**config.mk**
```make
export PLATFORM = sky130hd
export DESIGN_NAME = mem_bridge
export DESIGN_NICKNAME = d
export VERILOG_FILES = /design/src/rtl/mem_bridge.sv
export SDC_FILE = /design/constraint.sdc
export NUM_CORES = 1
export LEC_CHECK = 0
export CAP_MARGIN = 20
export CORE_MARGIN = 5
export CORE_UTILIZATION = 30
export CTS_CLUSTER_SIZE = 16
export DETAILED_ROUTE_END_ITERATION = 6
export REMOVE_ABC_BUFFERS = 1
export SYNTH_ARGS = -nofsm -noshare
export SYNTH_HDL_FRONTEND = slang
export SYNTH_SLANG_ARGS = --single-unit
```
**constraint.sdc**
```tcl
create_clock -name Clk -period 2.4 [get_ports Clk]
set_input_delay 0.48 -clock Clk [delete_from_list [all_inputs] [get_ports Clk]]
set_output_delay 0.48 -clock Clk [all_outputs]
set_load 0.01 [all_outputs]
```
**src/rtl/mem_bridge.sv**
```systemverilog
// Memory/IO bridge between the eLC-3 MAR/MDR and an asynchronous SRAM plus a small MMIO page.
// A level-held MIO_EN request becomes one timed access, finished by a single-cycle R pulse.
module mem_bridge #(
   parameter int WAIT_CYCLES = 2
) (
   input  logic        Clk,
   input  logic        Reset,
   input  logic        MIO_EN,
   input  logic        R_W,
   input  logic [15:0] Address,
   input  logic [15:0] Data_Wr,
   output logic [15:0] Data_Rd,
   output logic        R,
   output logic [15:0] SRAM_Addr,
   output logic [15:0] SRAM_DQ_Out,
   input  logic [15:0] SRAM_DQ_In,
   output logic        SRAM_CE_N,
   output logic        SRAM_OE_N,
   output logic        SRAM_WE_N,
   input  logic [15:0] Switches,
   output logic [15:0] LED
);

   typedef enum logic [1:0] {IDLE, ACCESS, DONE, HOLD} state_t;

   localparam logic [3:0] COUNT_INIT = 4'(WAIT_CYCLES - 1);

   state_t      state, state_next;
   logic [3:0]  count;
   logic        rw_lat;
   logic        accept;
   logic        is_io;
   logic        rw_eff;
   logic        ce_n_next, oe_n_next, we_n_next, r_next;

   assign accept = (state == IDLE) && MIO_EN;
   assign is_io  = (Address >= 16'hFE00);
   assign rw_eff = accept ? R_W : rw_lat;

   // State register
   always_ff @(posedge Clk or negedge Reset) begin
      if (!Reset) begin
         state <= IDLE;
      end else begin
         state <= state_next;
      end
   end

   // Next-state logic
   always_comb begin
      state_next = state;
      case (state)
         IDLE:    if (MIO_EN) state_next = is_io ? DONE : ACCESS;
         ACCESS:  if (count == 4'd0) state_next = DONE;
         DONE:    state_next = MIO_EN ? HOLD : IDLE;
         HOLD:    if (!MIO_EN) state_next = IDLE;
         default: state_next = IDLE;
      endcase
   end

   // Output logic: strobes and R are computed from the next state and then registered
   always_comb begin
      ce_n_next = 1'b1;
      oe_n_next = 1'b1;
      we_n_next = 1'b1;
      r_next    = 1'b0;
      if (state_next == ACCESS) begin
         ce_n_next = 1'b0;
         oe_n_next = rw_eff;
         we_n_next = !rw_eff;
      end
      if (state_next == DONE) begin
         r_next = 1'b1;
      end
   end

   always_ff @(posedge Clk or negedge Reset) begin
      if (!Reset) begin
         SRAM_CE_N <= 1'b1;
         SRAM_OE_N <= 1'b1;
         SRAM_WE_N <= 1'b1;
         R         <= 1'b0;
      end else begin
         SRAM_CE_N <= ce_n_next;
         SRAM_OE_N <= oe_n_next;
         SRAM_WE_N <= we_n_next;
         R         <= r_next;
      end
   end

   // Request latching, wait counter, read-data capture and the MMIO page
   always_ff @(posedge Clk or negedge Reset) begin
      if (!Reset) begin
         SRAM_Addr   <= 16'h0000;
         SRAM_DQ_Out <= 16'h0000;
         rw_lat      <= 1'b0;
         count       <= 4'd0;
         Data_Rd     <= 16'h0000;
         LED         <= 16'h0000;
      end else if (accept) begin
         SRAM_Addr   <= Address;
         SRAM_DQ_Out <= Data_Wr;
         rw_lat      <= R_W;
         count       <= COUNT_INIT;
         if (is_io) begin
            if (!R_W) begin
               case (Address)
                  16'hFE00, 16'hFE04: Data_Rd <= 16'h8000;
                  16'hFE02:           Data_Rd <= Switches;
                  default:            Data_Rd <= 16'h0000;
               endcase
            end else if (Address == 16'hFE06) begin
               LED <= Data_Wr;
            end
         end
      end else if (state == ACCESS) begin
         if (count == 4'd0) begin
            if (!rw_lat) Data_Rd <= SRAM_DQ_In;
         end else begin
            count <= count - 4'd1;
         end
      end
   end

endmodule

```
# Word level (Yosys, flattened, before mapping)
# Cells that the tools add are included.
dict set report word_totals {
  input_bits 68
  regBits 75
  output_inout_bits 68
  wordCells 57
}
dict set report classes {
  reduce_logical 10
  n_lt_le_gt_ge 1
  muxes 21
  n_eq_ne 13
  n_addsub 1
}
# operator n
set ops {}
lappend ops {{$mux 16} 6}
lappend ops {{$eq 16x16->1 const B} 4}
lappend ops {{$pmux 16 s2} 1}
lappend ops {{$ge 16x16->1 const B} 1}
lappend ops {{$mux 4} 3}
lappend ops {{$mux 2} 5}
lappend ops {{$pmux 2 s4} 1}
lappend ops {{$eq 2x2->1 const B} 3}
lappend ops {{$mux 1} 5}
lappend ops {{$reduce_and 5->1} 1}
lappend ops {{$eq 2x1->1 const B} 2}
lappend ops {{$logic_not 4->1} 1}
lappend ops {{$ne 2x1->1 const B} 2}
lappend ops {{$ne 2x2->1 const B} 2}
lappend ops {{$reduce_and 4->1} 1}
lappend ops {{$reduce_bool 2->1} 2}
lappend ops {{$sub 4x1->4 const B} 1}
lappend ops {{$logic_not 2->1} 1}
lappend ops {{$reduce_and 2->1} 1}
lappend ops {{$reduce_or 2->1} 1}
lappend ops {{$logic_and 1x1->1} 1}
lappend ops {{$logic_not 1->1} 1}

# Logic depth before layout (Yosys ltp)
dict set report logic_depth {
  depth_word 6
  depth_mapped 7
  ltp_nobuf 6
}

# Worst setup path before layout
# OpenSTA, ideal clock, no wires.
dict set report synth_path {
  path_kind {reg2reg}
  startpoint {reg state[1]}
  endpoint {reg Data_Rd[0]}
  n_path_buf 3
  arrival_ns 2.018
  slack_ns 0.257
  period_less_slack_ns 2.143
  t_required_ns 2.275
  stages_incl_launch_ff 8
  setup_ns 0.125
  cell_sequence {dfrtp_1 -> buf_6 -> or3b_4 -> or3_1 -> buf_6 -> o22ai_4 -> buf_12 -> mux2_4}
}
dict set report synth_between {
  elab_chain_cells 4
}
# element line_no
set synth_rtl {}
lappend synth_rtl {{start, declared} 28} ;# state_t state, state_next;
lappend synth_rtl {{start signal, assigned} 45} ;# state <= state_next;
lappend synth_rtl {{$logic_not 2->1} 36} ;# assign accept = (state == IDLE) && MIO_EN;
lappend synth_rtl {{$logic_and 1x1->1} 36}
lappend synth_rtl {{$ne 2x1->1 (no line), or another cell as far along} --}
lappend synth_rtl {{$reduce_and 5->1 (no line)} --}
lappend synth_rtl {{end signal, assigned} 109} ;# 16'hFE02: Data_Rd <= Switches;
lappend synth_rtl {{end signal, assigned} 118} ;# if (!rw_lat) Data_Rd <= SRAM_DQ_In;
lappend synth_rtl {{end, declared} 12} ;# output logic [15:0] Data_Rd,
# Parallel ways exist; a longest one is shown, timed or not.
# A chain may end at the register's enable or synchronous reset.

# Worst setup path after layout
dict set report layout_path {
  startpoint {in MIO_EN}
  endpoint {reg Data_Rd[6]}
}
dict set report layout_between {
  elab_chain_cells 3
}
# element line_no
set layout_rtl {}
lappend layout_rtl {{start, declared} 8} ;# input logic MIO_EN,
lappend layout_rtl {{$logic_and 1x1->1 (*)} 36}
lappend layout_rtl {{$ne 2x1->1 (no line), or another cell as far along} --}
lappend layout_rtl {{$reduce_and 5->1 (no line)} --}
# Every way passes the cells marked *; elsewhere a longest branch is shown, timed or not.

==> summary by stage <==
Synthesis
The area fraction of the dominant cell type after synthesis is 0.5387. The number of enable-type register cells in the synthesized netlist is 0. The commonest register cell after synthesis is dfrtp_1. The main combinational cell family by area after synthesis is simple AND/OR/NAND/NOR gates.

The area fraction in and, or, nand and nor cells after synthesis is 0.1747. Yosys printed 0 warnings. The post-synthesis adder-cell area fraction is 0.007482.

The post-synthesis cell area is 0.003344 mm2. In this run, synthesis produced a sequential element count of between 70 and 80. Of the total synthesized cell area, the portion taken by XOR and XNOR cells is 0.

After synthesis, the mean cell area works out to between 10 and 15 um2. The most repeated cell in the gate-level netlist after synthesis is nand2_1. The number of instances in the synthesized netlist is roughly 320. The post-synthesis cell type with the largest combined area is dfrtp_1. The share of synthesized area spent on multiplexers is 0.1253.

The complex-gate fraction of the synthesized area is 0.07707. Ranked by instance count, the synthesized netlist is headed by nand2_1 (116), dfrtp_1 (72), mux2_2 (23), inv_1 (20), o41ai_1 (15). Of the synthesized area, sequential elements account for 0.5623. After synthesis, the cell types taking the most area are dfrtp_1 (54%), nand2_1 (13%), mux2_2 (7.7%). Counting flops with an async set or reset pin after synthesis yields a share of 1.000. After synthesis, the netlist uses 35 different library cells.

Worst setup path
At the worst endpoint, the required time is 2.68 ns. The type of the worst setup path is input pin to flip-flop. The highest fanout seen on the critical path is 16. The type of destination of the critical path is a flip-flop.

Data on the critical path arrives at its endpoint at 2.49 ns. The element type at the critical path start is an input pin.

Power and ir drop
The worst vdd rail ir drop is 0.3876 mV. For this design the ratio of total power to cell area is 1087 mW/mm2. The total leakage power is between 2 and 2.5 nW.

Run
The count of max-cap constraint violations is 0.

Worst hold path
The worst hold path class is input pin to asynchronous set/reset pin.

Floorplanning
The area of the core region is between 0.01 and 0.015 mm2. The initial utilization of the core area, before any placement, comes to 0.3072. Row generation in the floorplan step produced 38 rows. The die boundary height is between 100 and 150 um.

The die is 115.6 um wide. The number of I/O pins is ~140. The area of the die is between 0.01 and 0.015 mm2.

Cells and area
The finished layout holds between 600 and 700 standard cells, fillers aside. The area growth from synthesis to layout is 55.41%. In the final layout, the share of cells above drive strength 1 is 0.1578.

0 antenna diodes ended up in the layout. The post-layout net count is ~530.

Global route
The leftover overflow at the end of global routing is 0. In the global route stage, overall resource usage came out at 0.1385. The number of global-route vias before repair came to between 2000 and 3000. Entering global routing, the biggest net connects 49 pins.

The initial antenna violation count is 0. The first global-routing pass estimated ~14000 um of wire.

Route
In the routed design, unresolved DRC markers number 0. For this block, the routed nets add up to a little over 9000 um of wire. The via total after detailed routing is approximately 2800.

The total iterations of the first detailed-routing run is 4. The mean number of vias per cell is about 4.5. The routed length per placed instance is around 15 um. In this run the remaining antenna-violating nets after routing total 0. The violation count after the first detailed-route iteration is about 120.

STA
The maximum clock frequency is 453.9 MHz. At the pin with the least slew margin, the transition time is roughly 0.54 ns. The final period utilization is 0.9180. The number of max-slew violations in the final report is 0.

Setup repair after global routing left no endpoint under its margin. The worst pin sits at a relative slew slack of 0.6413. Between clock sinks in the finished design, the worst skew comes to just under 0.01 ns.

The final hold slack is between 0.06 and 0.07 ns. The worst path in the final design needs a cycle of ~2.2 ns, including I/O delays and setup. Setup violations remaining at the end of the flow were counted as 0. The number of failing hold endpoints at the final stage is 0.

CTS
The number of hold buffers added after CTS is 0. The clock latency on the worst-skew pair is about 0.35 ns. In this run the number of H-tree levels came out at 3. The number of clock sinks is 75.

After clock tree synthesis, the clock-pin slew on the worst setup and hold paths is approximately 0.08 ns. The post-CTS setup repair buffer count is 0. The root buffer selected by CTS is clkbuf_8. The number of gates given a new drive strength after cts is 0.

The number of buffers created by CTS is 9. The deepest clock path buffer count is 2. The clock tree from TritonCTS is built.

Placement
At the end of routability-driven placement, the weighted congestion stood at approximately 0.74. After legalization and detailed placement, the total HPWL measured around 6600 um. In this run, placement finished with an instance count of roughly 590. The count of input and output buffers is 135.

Status
The flow ran to the end, and the final reports show no timing, DRC or antenna violations.
-- cells by family (layout without fill, tap and decap cells) --
family          Yosys count  after routing
compound gates           31             31
buf+inv                  37            188
simple gates            139            139
mux                      34             34
flops                    75             75
fa+ha+maj                 2              2
-- through the flow --
step	setup WS [ns]	TNS, ns	area (um2)	total power, mW	util
finish	0.1967	0	5197	5.651	0.4774
global route	0.1174	0	5197	6.021	0.4774
CTS	0.2087	0	5197	5.741	0.4774
detailed placement	-0.1733	-4.077	4937	4.471	0.4535
global placement	-0.1343	-3.739	4937	4.420	0.4535
floorplan	-0.4142	-10.32	3242	3.128	-
-- per-layer routing --
| layer | global-route usage | vias to the layer above | part of all wire |
|---|---|---|---|
| li1 | - | 1348 | - |
| met1 | 0.1790 | 1321 | 0.43 |
| met2 | 0.2160 | 90 | 0.46 |
| met3 | 0.05483 | 8 | 0.092 |
| met4 | 0.03991 | 0 | 0.0090 |
| met5 | 0 | - | 0 |
-- cells in the final DEF (no fill, tap or decap), types with 4 or more instances in the layout --
cell and instances:
nand2_1 116, mux2_4 10, dfrtp_1 72, clkbuf_8 12
o21ai_0 4, buf_4 15, clkdlybuf4s50_1 134, o41ai_1 15
a22o_1 4, mux2_2 23, inv_1 20
-- power by group --
part	total [mW]	leakage [nW]	internal (mW)	switching (mW)
clock	1.24	0.133	0.775	0.469
sequential	2.01	0.953	1.74	0.261
combinational	2.40	1.39	1.34	1.07
-- worst paths after layout --
check                                           startpoint                           to  slack, ns  depth (start not counted)
min in group Clk                SRAM_DQ_Out[5]$_DFFE_PN0P_   SRAM_DQ_Out[5]$_DFFE_PN0P_       0.47                          2
max in group asynchronous                            Reset  SRAM_DQ_Out[10]$_DFFE_PN0P_       1.74                          2
worst max-delay path                                MIO_EN       Data_Rd[6]$_DFFE_PN0P_       0.20                          6
worst min register to register  SRAM_DQ_Out[5]$_DFFE_PN0P_   SRAM_DQ_Out[5]$_DFFE_PN0P_       0.47                          2
worst max register to register        count[0]$_DFFE_PN0P_       Data_Rd[8]$_DFFE_PN0P_       0.32                          7
worst min-delay path                                 Reset         count[2]$_DFFE_PN0P_       0.06                          1
-- layout make-up --
cell class | instances | area [um2]
repair buffers | 152 | 1514
multi-input cells | 206 | 1292
well taps | 140 | 175.2
clock buffers | 12 | 165.2
fillers | 1004 | 5690
clock inverters | 4 | 95.09
flip-flops and latches | 75 | 1881
inverters | 20 | 75.07
-- critical path: stages --
cell,delay [ns]
clkdlybuf4s50_1,0.47
or3b_4,0.38
or3_1,0.39
buf_4,0.23
o41ai_1,0.34
mux2_4,0.20
-- sequential cells by signal (all words and copies together), names as in the netlist, 2 cells and up --
name / flops
Data_Rd: 16
LED: 16
SRAM_Addr: 16
SRAM_DQ_Out: 16
count: 4
state: 2
Power figures use the tool's default switching activity.
==> variant 1: new RTL, same flow settings <==
Re-encode `state_t` (4 states) as one-hot, 4 bits wide.
--- a/src/rtl/mem_bridge.sv
+++ b/src/rtl/mem_bridge.sv
@@ -23,3 +23,3 @@
 
-   typedef enum logic [1:0] {IDLE, ACCESS, DONE, HOLD} state_t;
+   typedef enum logic [3:0] {IDLE = 4'b0001, ACCESS = 4'b0010, DONE = 4'b0100, HOLD = 4'b1000} state_t;
 
Function: same outputs for any inputs over 10 cycles, from zero or initial values and one cycle with Reset low; not proved beyond that.
==> variant 1 against the original RTL <==
Largest cell class unchanged; worst setup slack worse by 19 ps; area after synthesis decreased by 1.8%; final area fell by 0.75%; sequential cell count rose by 2; sequential power increased by 2%; final cell count decreased by 4.3%; critical endpoint is now Data_Rd[7]$_DFFE_PN0P_; critical path type unchanged; wire length decreased by 1.1%; core utilization rose by 0.061 points; highest routed layer unchanged; power is 7.4% lower; first-iteration DRC count up 1.7%.
==> variant 1: results <==
group,metric,value,unit
global_route,grt_max_degree,45,
drt,totalWireLength,9000,um
clock_network,clk_pin_slew,80,ps
clock_network,cts_buffers,9,
logic_synthesis,synth_cell_types,39,
final_layout,nNetsFinal,507,
logic_synthesis,ys_seq_area_share,58.8,%
setup_path,r2r_end,"LED[2]$_DFFE_PN0P_",
clock_network,htree_levels,3,
setup_path,ff2ff_setup_slack,290,ps
setup_path,ff2ff_path_depth,6,
placed_design,gp_congestion,0.769,
drt,drt-initial-drc-count,117,
global_route,grt_first_pass_wirelength,14500,um
placed_design,placed_area,4970,um2
setup_path,path_max_fanout,15,
outcome,status,"completed",
placed_design,dpl.hpwl,6660,um
final_layout,antenna_cells,0,
logic_synthesis,synthArstFlopShare,100,%
pwr,vdd_drop_max,475,uV
sta,fin_worst_skew,6.61,ps
global_route,grt_usage,14.1,%
drt,drtPass1Iterations,4,
logic_synthesis,synth_common_cells,"nand2_1 (105), dfrtp_1 (73), mux2_2 (29)",
placed_design,port_buffers,135,
clock_network,post_cts_resized,0,
sta,relSlewSlack,61.4,%
logic_synthesis,synth_warnings,0,
clock_network,insertion_delay,340,ps
hold_path,hold_class,"in -> async",
final_layout,fill_cells,1014,
setup_path,cp.arrival,2500,ps
setup_path,rr_startpoint,"state[3]$_DFF_PN0_",
pwr,cellLeakagePower,2.32,nW
logic_synthesis,synth.area.top_cells,"dfrtp_1 (56%), nand2_1 (12%), mux2_2 (9.9%)",
global_route,antenna_found_initial,0,
placed_design,preCtsSetupSlack,-188,ps
clock_network,post_cts_buffers,0,
clock_network,cts-root-buf,"clkbuf_8",
clock_network,ctsLongestPathBuffers,2,
setup_path,critPathCapture,"Data_Rd[7]$_DFFE_PN0P_",
drt,via_per_inst,4.59,
global_route,grt_pass1_vias,2827,
final_layout,layout-drive-gt1-share,17.4,%
setup_path,crit_start,"Address[4]",
variant 1: cells by family after synthesis:
family / Yosys count / share of synthesized area, %
compound gates: 24 / 7.09
buf+inv: 18 / 2.44
xor+xnor: 4 / 1.07
fa+ha+maj: 1 / 0.381
simple gates: 133 / 19.6
mux: 31 / 10.6
flops: 77 / 58.8
variant 1: per-stage QoR:
step / cells / total power (W) / hold slack, ps / util (%)
floorplan: 274 / 0.00297 / 184 / -
global placement: 567 / 0.00429 / 458 / 46.0
detailed placement: 567 / 0.00434 / 463 / 46.0
CTS: 583 / 0.00534 / 136 / 47.8
global route: 583 / 0.00561 / 147 / 47.8
finish: 583 / 0.00524 / 122 / 47.8
variant 1: power breakdown:
group | switching (W) | total (W) | internal (W) | leakage [nW]
clock network | 0.000482 | 0.000961 | 0.000479 | 0.0923
logic | 0.000957 | 0.00221 | 0.00125 | 1.26
registers | 0.000278 | 0.00206 | 0.00179 | 0.968
variant 1: worst min-delay path by stage:
stage                     depth (start not counted)  slack (ps)                  endpoint                     start
after floorplan                                   0         180    Data_Rd[0]$_DFFE_PN0P_                     Reset
after global placement                            2         460  SRAM_Addr[6]$_DFFE_PN0P_  SRAM_Addr[6]$_DFFE_PN0P_
after detailed placement                          2         460  SRAM_Addr[6]$_DFFE_PN0P_  SRAM_Addr[6]$_DFFE_PN0P_
after CTS                                         1         140    Data_Rd[0]$_DFFE_PN0P_                     Reset
after global routing                              1         150    Data_Rd[0]$_DFFE_PN0P_                     Reset
final                                             1         120    Data_Rd[0]$_DFFE_PN0P_                     Reset
variant 1: critical path, cell delays in order:
cell             delay, ps
clkdlybuf4s50_1        410
or4_1                  620
buf_4                  190
nor4b_4                300
buf_12                 180
a32o_1                 170
mux2_2                 150
variant 1: layout make-up:
class	instances	area, um2	share of cell area (%)
clock buffer	10	128	2.47
clock inverter	6	63.8	1.24
inverter	4	15.0	0.291
multi-input combinational	193	1270	24.7
sequential	77	1930	37.4
tap	140	175	3.40
timing repair buffer	153	1570	30.5
variant 1: routing by layer:
metal | share of wire, % | GRT usage (%) | vias to the layer above | wire length [um]
met4 | 1.6 | 3.56 | 0 | 141
met3 | 6.8 | 5.44 | 11 | 609
met2 | 50 | 23.2 | 79 | 4550
li1 | - | - | 1282 | -
met5 | 0 | 0 | - | 0
met1 | 41 | 17.4 | 1305 | 3700
==> variant 2: new RTL, same flow settings <==
Made on the original files. Register the input `Address` before use, without a reset. The logic sees it one clock later. The other inputs are not delayed to match.
--- a/src/rtl/mem_bridge.sv
+++ b/src/rtl/mem_bridge.sv
@@ -27,2 +27,8 @@
 
+   logic [15:0] Address_q;
+
+   always_ff @(posedge Clk) begin
+      Address_q <= Address;
+   end
+
    state_t      state, state_next;
@@ -36,3 +42,3 @@
    assign accept = (state == IDLE) && MIO_EN;
-   assign is_io  = (Address >= 16'hFE00);
+   assign is_io  = (Address_q >= 16'hFE00);
    assign rw_eff = accept ? R_W : rw_lat;
@@ -100,3 +106,3 @@
       end else if (accept) begin
-         SRAM_Addr   <= Address;
+         SRAM_Addr   <= Address_q;
          SRAM_DQ_Out <= Data_Wr;
@@ -106,3 +112,3 @@
             if (!R_W) begin
-               case (Address)
+               case (Address_q)
                   16'hFE00, 16'hFE04: Data_Rd <= 16'h8000;
@@ -111,3 +117,3 @@
                endcase
-            end else if (Address == 16'hFE06) begin
+            end else if (Address_q == 16'hFE06) begin
                LED <= Data_Wr;
Function: changed (a bounded check fails within 4 cycles, from zero or initial values and one cycle with Reset low).
==> variant 2 against the original RTL <==
Worst setup slack gained 170 ps; wire length grew 4.3%; sequential share of layout area grew 3.9 points; area after synthesis grew 8.6%; final area grew 5.6%; register-to-register slack gained 190 ps; combinational power shrank 13%; sequential cell count grew 16; power grew 2.5%; clock power grew 14%; global-route usage shrank 0.16 points; highest routed layer is now met5.
==> variant 2: results <==
group,metric,value,unit
outcome,status,"completed",
logic_synthesis,syn_area_per_cell,11.0,um2
setup_path,crit_slowest_cell,"clkdlybuf4s50_1",
final_layout,fill_cells,1132,
pwr,vdd_drop_max,599,uV
pwr,internal-power,0.00405,W
final_layout,layout-drive-gt1-share,13.9,%
clock_network,cts_buffers,9,
setup_path,r2r_end,"Data_Rd[11]$_DFFE_PN0P_",
setup_path,cpPeakStageDelay,490,ps
final_layout,nNetsFinal,541,
sta,period_needed,2030,ps
global_route,grt_pass1_vias,2948,
placed_design,gp_congestion,0.786,
logic_synthesis,synthArstFlopShare,82.4,%
placed_design,placed_area,5190,um2
clock_network,cts-root-buf,"clkbuf_16",
placed_design,dp_cells,607,
drt,totalWireLength,9500,um
global_route,grt_usage,13.7,%
pwr,cellLeakagePower,2.53,nW
logic_synthesis,ys_seq_area_share,60.6,%
clock_network,post_cts_buffers,0,
setup_path,path_max_fanout,52,
global_route,grt_max_degree,53,
sta,worst_pin_slew,548,ps
global_route,antenna_found_initial,1,
setup_path,critPathTopFamily,"buffers and inverters",
sta,fin_worst_skew,9.78,ps
logic_synthesis,synth_common_cells,"nand2_1 (117), dfrtp_1 (72), mux2_2 (21)",
logic_synthesis,synth_cell_types,38,
global_route,grt_first_pass_wirelength,15600,um
placed_design,preCtsSetupSlack,0.196,ps
setup_path,ff2ff_setup_slack,510,ps
logic_synthesis,synth.area.top_cells,"dfrtp_1 (50%), nand2_1 (12%), dfxtp_1 (8.8%)",
drt,drtPass1Iterations,5,
setup_path,cp.arrival,2250,ps
placed_design,dpl.hpwl,6900,um
drt,vias,2813,
drt,route.detailed.wl_per_inst,15.2,um
placed_design,port_buffers,135,
drt,drt-initial-drc-count,220,
final_layout,antenna_cells,0,
clock_network,clk_pin_slew,60,ps
[variant 2: cell types whose count changed after synthesis, sizes merged, moves of 2 or more]
| cell | change |
|---|---|
| or3 | -2 |
| o21ai | +14 |
| dfxtp | +16 |
| nand3b | +14 |
| o22ai | -2 |
| o41ai | -15 |
| inv | -14 |
| o21bai | -2 |
| nor2 | +2 |
| clkbuf | -2 |
| a22o | -4 |
| xor2 | +2 |
[variant 2: area by class of cell]
type,count,area share (%)
well taps,147,3.35
repair buffers,145,26.6
multi-input cells,218,24.2
clock buffers,11,4.24
inverters,6,0.410
flip-flops and latches,91,40.1
clock inverters,5,1.12
[variant 2: power by group through the flow]
stage,registers [W],clock network (W),logic [W]
2_1_floorplan,0.00248,0,0.000736
3_3_place_gp,0.00231,0,0.00208
3_5_place_dp,0.00233,0,0.00212
4_1_cts,0.00231,0.00147,0.00213
5_1_grt,0.00236,0.00152,0.00228
6_report,0.00230,0.00141,0.00208
[variant 2: kinds of logic after synthesis]
family	Yosys count	share of synthesized area, %
DFF	91	60.6
AOI/OAI and AO/OA	26	4.17
adders and majority gates	2	0.689
and+or+nand+nor	155	19.8
buffers and inverters	22	3.06
xor gates and xnor gates	3	0.723
muxes	32	11.0
[variant 2: through the flow]
stage                     hold WS (ps)  total power, W  TNS [ps]  util (%)
after global routing               164         0.00617         0      45.9
final                              120         0.00579         0      45.9
after CTS                          134         0.00591         0      45.9
after detailed placement           425         0.00445         0      43.4
after floorplan                    184         0.00322    -15830         -
after global placement             423         0.00439         0      43.4
[variant 2: worst max path at each step]
stage,from,to,cells past startpoint
CTS,MIO_EN,Data_Rd[5]$_DFFE_PN0P_,6
detailed placement,MIO_EN,Data_Rd[5]$_DFFE_PN0P_,6
floorplan,MIO_EN,SRAM_OE_N$_DFF_PN1_,3
finish,MIO_EN,Data_Rd[11]$_DFFE_PN0P_,6
global placement,MIO_EN,Data_Rd[11]$_DFFE_PN0P_,6
global route,MIO_EN,Data_Rd[7]$_DFFE_PN0P_,6
[variant 2: metal layers]
layer  up-vias  track usage (%)  routed length (um)
li1       1372                -                   -
met1      1326             17.2                4100
met2       102             21.0                4330
met3        11             6.64                 966
met4         2             3.87                  85
met5         -                0                  11
